[src/rtl/onehot_pkg.sv]
// Shared constants and output-stage state type for the one-hot / binary
// conversion blocks.
package onehot_pkg;

  localparam int ONE_HOT_W = 16;
  localparam int BIN_W     = 4;
  localparam int ERR_CNT_W = 8;

  typedef enum logic {
    EMPTY = 1'b0,
    FULL  = 1'b1
  } ostate_e;

endpackage

[src/rtl/onehot_scan.sv]
// Combinational one-hot scanner: lowest set index plus zero / multi-bit flags.
module onehot_scan #(
  parameter int ONE_HOT_W = 16,
  parameter int BIN_W     = 4
) (
  input  logic [ONE_HOT_W-1:0] one_hot,
  output logic [BIN_W-1:0]     idx,
  output logic                 zero,
  output logic                 multi
);

  logic found;

  always_comb begin
    idx   = '0;
    found = 1'b0;
    for (int unsigned i = 0; i < ONE_HOT_W; i++) begin
      if (one_hot[i] && !found) begin
        idx   = BIN_W'(i);
        found = 1'b1;
      end
    end
  end

  assign zero  = ~|one_hot;
  // Clearing the lowest set bit leaves something only if two or more were set.
  assign multi = |(one_hot & (one_hot - ONE_HOT_W'(1)));

endmodule

[src/rtl/onehot_to_bin_pipe.sv]
// One-hot to binary decoder with a single valid/ready output register and
// saturating error statistics for malformed input words.
module onehot_to_bin_pipe
  import onehot_pkg::*;
#(
  parameter int ONE_HOT_W = onehot_pkg::ONE_HOT_W,
  parameter int BIN_W     = onehot_pkg::BIN_W,
  parameter int ERR_CNT_W = onehot_pkg::ERR_CNT_W
) (
  input  logic                 clk,
  input  logic                 reset,
  input  logic                 in_valid_i,
  output logic                 in_ready_o,
  input  logic [ONE_HOT_W-1:0] one_hot_i,
  output logic                 out_valid_o,
  input  logic                 out_ready_i,
  output logic [BIN_W-1:0]     bin_o,
  output logic                 err_o,
  input  logic                 clr_err_i,
  output logic                 err_sticky_o,
  output logic [ERR_CNT_W-1:0] err_cnt_o
);

  if (ONE_HOT_W < 2) begin : g_bad_onehot_w
    $error("onehot_to_bin_pipe: ONE_HOT_W must be >= 2");
  end
  if (BIN_W != $clog2(ONE_HOT_W)) begin : g_bad_bin_w
    $error("onehot_to_bin_pipe: BIN_W must equal $clog2(ONE_HOT_W)");
  end

  ostate_e          state, state_n;
  logic [BIN_W-1:0] scan_idx;
  logic             scan_zero, scan_multi;
  logic             scan_err;
  logic             accept, transfer;

  onehot_scan #(
    .ONE_HOT_W (ONE_HOT_W),
    .BIN_W     (BIN_W)
  ) u_scan (
    .one_hot (one_hot_i),
    .idx     (scan_idx),
    .zero    (scan_zero),
    .multi   (scan_multi)
  );

  assign scan_err    = scan_zero | scan_multi;
  assign out_valid_o = (state == FULL);

  always_comb begin
    state_n    = state;
    in_ready_o = !reset && ((state == EMPTY) || out_ready_i);
    accept     = in_valid_i && in_ready_o;
    transfer   = (state == FULL) && out_ready_i;
    case (state)
      EMPTY:   if (accept) state_n = FULL;
      FULL:    if (transfer && !accept) state_n = EMPTY;
      default: state_n = EMPTY;
    endcase
  end

  always_ff @(posedge clk) begin
    if (reset) begin
      state        <= EMPTY;
      bin_o        <= '0;
      err_o        <= 1'b0;
      err_cnt_o    <= '0;
      err_sticky_o <= 1'b0;
    end else begin
      state <= state_n;
      if (accept) begin
        bin_o <= scan_idx;
        err_o <= scan_err;
      end
      // Clear wins over a same-cycle bad word; statistics ignore backpressure.
      if (clr_err_i) begin
        err_cnt_o    <= '0;
        err_sticky_o <= 1'b0;
      end else if (accept && scan_err) begin
        err_sticky_o <= 1'b1;
        if (err_cnt_o != '1) err_cnt_o <= err_cnt_o + ERR_CNT_W'(1);
      end
    end
  end

endmodule
[config.mk]
export PLATFORM = sky130hd
export DESIGN_NAME = onehot_to_bin_pipe
export DESIGN_NICKNAME = d
export VERILOG_FILES = /design/src/rtl/onehot_pkg.sv /design/src/rtl/onehot_scan.sv /design/src/rtl/onehot_to_bin_pipe.sv
export SDC_FILE = /design/constraint.sdc
export NUM_CORES = 1
export LEC_CHECK = 0
export BUFFER_PORTS_ARGS = -buffer_cell sky130_fd_sc_hd__buf_2
export CAP_MARGIN = 40
export CORE_MARGIN = 2
export CORE_UTILIZATION = 49
export CTS_CLUSTER_DIAMETER = 80
export CTS_CLUSTER_SIZE = 24
export DETAILED_ROUTE_END_ITERATION = 10
export GPL_ROUTABILITY_DRIVEN = 0
export PLACE_DENSITY_LB_ADDON = 0.05
export SYNTH_ARGS = -nofsm -noshare
export SYNTH_HDL_FRONTEND = slang
export SYNTH_SLANG_ARGS = --single-unit
[constraint.sdc]
create_clock -name clk -period 2.51 [get_ports clk]
set_clock_uncertainty 0.05 [all_clocks]
set_input_delay 0.1255 -clock clk [delete_from_list [all_inputs] [get_ports clk]]
set_output_delay 0.1255 -clock clk [all_outputs]
set_load 0.01 [all_outputs]
; ---- Yosys cells after proc, flatten, opt, wreduce, memory -nomap -nowiden
; Index checks and enable logic that the tools add are counted.
[totals]
ff_bits = 15
wordCells = 87
[classes]
addsub = 2
eq_ne = 1
n_mux = 33
bitwise = 3
reduce_logical = 43
[op_table]
columns = cell, n
row1 = $mux W4, 8
row2 = $reduce_or A16 Y1, 2
row3 = $logic_and A1 B1 Y1, 20
row4 = $logic_not A1 Y1, 18
row5 = $mux W1, 18
row6 = $and A16 B16 Y16, 1
row7 = $sub A16 B1 Y16 const B, 1
row8 = $mux W3, 4
row9 = $add A8 B1 Y8 const B, 1
row10 = $ne A8 B8 Y1 const B, 1
row11 = $mux W2, 2
row12 = $pmux W1 S2, 1
row13 = $reduce_and A2 Y1, 1
row14 = $reduce_or A2 Y1, 1
row15 = $logic_or A1 B1 Y1, 1
row16 = $not A1 Y1, 1
row17 = $or A1 B1 Y1, 1

; ---- Depth between registers and ports, before layout
[depth]
word_depth = 46
mapped_depth = 8

; ---- Hierarchy
; A second synthesis with hierarchy kept.
[hier_totals]
hier_cells = 136
area_unflattened_um2 = 1022.2
[by_module_without_submodules]
columns = module, instances, cells_each, area_per_inst_um2, seq_area_each_um2
row1 = onehot_to_bin_pipe, 1, 80, 674.4, 300.3
row2 = onehot_scan, 1, 56, 347.8, 0.0

; ---- Worst setup path before layout
; Ideal clock, no wire load.
[synth_timing]
path_kind = input to register
from = in one_hot_i[1]
to = reg err_cnt_o[6]
setup_ns = 0.115
arrival_time_ns = 2.115
required_time_ns = 2.345
slack_ns = 0.230
path_stages = 7
path_buffers = 1
cell_sequence = or4_4 -> or4_4 -> a31o_1 -> a211oi_4 -> buf_6 -> nor3b_1 -> o21a_1
[synth_between]
elab_chain_len = 6
[synth_rtl]
columns = element, line
row1 = from (decl), onehot_to_bin_pipe.sv:14  ; input logic [ONE_HOT_W-1:0] one_hot_i,
row2 = $sub A16 B1 Y16, onehot_scan.sv:27  ; assign multi = |(one_hot & (one_hot - ONE_HOT_W'(1)));
row3 = $and A16 B16 Y16, onehot_scan.sv:27
row4 = $reduce_or A16 Y1, onehot_scan.sv:27
row5 = $or A1 B1 Y1 (*), onehot_to_bin_pipe.sv:47  ; assign scan_err = scan_zero | scan_multi;
row6 = $logic_and A1 B1 Y1 (*), onehot_to_bin_pipe.sv:79  ; end else if (accept && scan_err) begin
row7 = $reduce_and A2 Y1 (no source line) (*), -
row8 = to (signal assigned), onehot_to_bin_pipe.sv:81  ; if (err_cnt_o != '1) err_cnt_o <= err_cnt_o + ERR_CNT_W'(1);
row9 = to (decl), onehot_to_bin_pipe.sv:21  ; output logic [ERR_CNT_W-1:0] err_cnt_o
; Every way passes the cells marked *; elsewhere a longest branch is shown, timed or not.
; A chain may end at the register's enable or synchronous reset.

; ---- Final worst setup path
[layout_timing]
from = in one_hot_i[1]
to = reg err_cnt_o[5]
; Same word-level chain as after synthesis.

==> summary.md <==
## Status
* completed — outcome

## Worst setup path
* input pin to register — startpoint-to-endpoint class of the critical path
* 6 — cell count of the worst reg-to-reg path
* 390 ps — slack of the worst reg-to-reg path
* 18 — Max Fanout on Critical Path
* 8 — depth of the critical timing path with buffers and inverters included
* or4_4 — most frequent cell on the critical path
* 2330 ps — Arrival @ worst endpoint
* buf_2, or4_4, or4_4, nand2_2, a211oi_4, buf_12, or4_1, a21oi_1 — CP cell instances
* one_hot_i[1] — launch point of the critical path
* 2 — count of buffering cells on the critical path with inverters included
* 550 ps — Crit path largest cell delay
* 2680 ps — data required time at the worst endpoint
* register — critical path endpoint category
* simple AND/OR/NAND/NOR gates — crit-path leading delay family
* err_cnt_o[0] — launch instance of the worst register-to-register path
* err_cnt_o[5] — CP Capture Point
* input pin — Startpoint Class
* or4_4 — cell type of the slowest stage on the worst timing path
* err_cnt_o[5] — worst flop-to-flop path endpoint

## Floorplan
* 50.51 um — Die Y
* 37 — number of top-level pins
* 2551 um^2 — Die Outline Area
* 2002 um^2 — core region area
* 50.51 um — horizontal die dimension
* 16 — Cell Rows
* 52.94% — initial cell density of the core

## Timing
* 0 ps — summed negative setup slack over all endpoints
* 0 — hold violation total from the final report
* 463.0 MHz — achievable frequency
* 2160 ps — minimum clock period
* 69.92% — slew margin rel.
* no — unrepaired setup endpoints after global routing
* 86.05% — post-route fraction of the period consumed by the critical path
* 0 — final count of negative-setup-slack endpoints
* 0 — max-slew violation total from the final report
* 447.1 ps — Worst-Margin Slew

## Drt
* 0 — DRC violations left
* 2.577 mm — final routed wirelength across all metal layers
* 1168 — total vias in the final route
* 5.929 — routed via count divided by cell count
* 25 — First DRT Iteration DRCs
* 13.08 um — wire length per cell
* 0 — Final ANT Viol Nets
* 4 — count of TritonRoute iterations in the first routing pass

## Finish
* 193 — nets@finish
* 1276 um^2 — post-route cell area
* 63.75% — post-layout utilization of the core
* 0 — # diodes
* 197 — post-route insts no fill
* 191 — Filler cells
* 20.42% — Area Growth Syn to Fin
* 31.18% — fraction of final layout cells sized beyond drive strength 1

## Clock network
* 280 ps — insertion delay of the later-clocked pin in the worst-skew pair
* 0 — number of cells upsized or downsized after cts
* 15 — Sink Count
* 0 — post-CTS setup buffer count
* yes — TritonCTS clock tree
* 0 — # hold bufs at CTS
* 90 ps — clock transition time at the flip-flop clock pins of the worst setup and hold paths
* 2 — Bufs on Longest Clock Path
* 1 — H-tree depth reported by CTS
* 3 — total CTS buffers
* clkbuf_4 — root buffer cell

## Global routing
* 0 — initial antenna violation count
* 0 — total congestion overflow after global routing
* 21.42% — aggregate global-route resource usage
* 4.257 mm — global-route wire length before repair
* 19 — maximum number of pins on one net before global-route repair
* 1033 — number of global-route vias before repair

## Placed design
* 36 — port bufs
* 193 — post-placement cell count
* 1249 um^2 — Placement Cell Area
* 1.973 mm — Post-DP HPWL

## Logic synthesis
* 15 — total of flip-flops plus latches after synthesis
* 0 — synthesis warning total
* 28.34% — share of the synthesized area in the top cell type
* 28.34% — part of the Yosys area used for sequential elements
* 155 — Mapped Nets
* 133 — number of instances in the synthesized netlist
* 37 — number of unique standard cell types used by synthesis
* dfxtp_1 28%, nor2_1 5.0%, o31ai_1 5.0% — dominant cells by area after synthesis
* dfxtp_1 — cell type contributing the most total cell area after synthesis
* 1060 um^2 — cell area after synthesis
* 7.968 um^2 — mean cell area of the mapped netlist

## Pwr
* 384.8 nW/um^2 — total power density per cell area
* 0.0002381 V — worst IR drop on VDD
* 0.5077 nW — Lkg Pwr
* 0.4911 mW — Total Power Consumption

## Min path
* input pin to register — worst hold path type

## Run
* 0 — Maximum Capacitance Violations

[metal layers]
metal	GRT usage (%)	part of all wire, %	up-vias	wire length, um
li1	-	-	589	-
met4	8.108	1.5	0	39
met2	40.79	52	40	1342
met3	2.976	4.5	5	117
met5	0	0	-	0
met1	23.66	42	534	1077
[cell usage after synthesis]
cell and number:
inv_1 4, o31a_2 2, o21ai_1 1, clkbuf_8 1, o211ai_1 3, nor2b_1 2, o21a_1 4, nand2_1 6
a211oi_1 2, a221oi_1 1, nor4_1 7, buf_6 3, nand3_1 4, or3_2 2, ha_1 1, o41a_1 1
a211oi_4 1, a31o_1 1, nor3_1 3, nand2_2 1, or4_4 3, nand3b_1 4, nor3b_1 1, buf_2 1
a21oi_1 10, a22oi_1 2, or3_1 1, o31ai_1 7, or2_2 2, a31oi_1 2, and3_1 3, dfxtp_1 15
o21ai_0 7, or4_1 4, o21bai_1 2, nand2b_1 5, nor2_1 14
[cell type report]
| cell class | instances | area (um^2) | share of cell area, % |
|---|---|---|---|
| inverter | 4 | 15.01 | 1.176 |
| tap | 27 | 33.78 | 2.647 |
| timing repair buffer | 38 | 207.7 | 16.27 |
| clock buffer | 3 | 22.52 | 1.765 |
| clock inverter | 1 | 5.005 | 0.3922 |
| multi-input combinational | 109 | 691.9 | 54.22 |
| sequential | 15 | 300.3 | 23.53 |
[sequential cells by signal, indices dropped and copies added (netlist names)]
| signal | cells |
|---|---|
| err_o | 1 |
| out_valid_o | 1 |
| err_sticky_o | 1 |
| bin_o | 4 |
| err_cnt_o | 8 |
[report_power, final]
group | internal (mW) | leakage (nW) | switching [mW]
Sequential | 0.246 | 0.122 | 0.00457
Combinational | 0.0424 | 0.368 | 0.0592
Clock | 0.0592 | 0.0177 | 0.0796
[per-stage QoR]
stage	setup slack, ps	hold WS (ps)
after global placement	106.3	298.8
after detailed placement	66.37	314.9
final	350.1	15.40
after CTS	362.5	18.55
after global routing	246.4	27.63
after floorplan	230.0	196.2
[cell families (layout without fill, tap and decap cells)]
kind of cell	after synthesis	after routing	synth area share (%)
DFF	15	15	28.34
and+or+nand+nor	62	62	33.77
AOI/OAI and AO/OA	46	46	30.34
adders and majority gates	1	1	1.180
buffers and inverters	9	46	6.374
[layout by cell type, fill, tap and decap left out, drive strengths merged, types with 5 or more instances in the layout]
cell type | netlist | layout
nor2 | 14 | 14
a21oi | 10 | 10
o31ai | 7 | 7
dfxtp | 15 | 15
buf | 4 | 38
or4 | 7 | 7
o21ai | 8 | 8
nand2 | 7 | 7
nor4 | 7 | 7
nand2b | 5 | 5
[how the worst min path moves through the flow]
stage,cells after the start,slack (ps),start,to
global placement,3,300,in_valid_i,out_valid_o
finish,3,20,in_valid_i,out_valid_o
floorplan,2,200,in_valid_i,out_valid_o
global route,3,30,in_valid_i,out_valid_o
detailed placement,3,310,in_valid_i,out_valid_o
CTS,3,20,in_valid_i,out_valid_o
[worst register-to-register path, delay by kind of cell, from the launching register on]
kind            cells  cell delay, ps
fa+ha+maj           1             240
compound gates      1             150
flops               1             380
simple gates        4            1230
(Power assumes the default switching activity.)
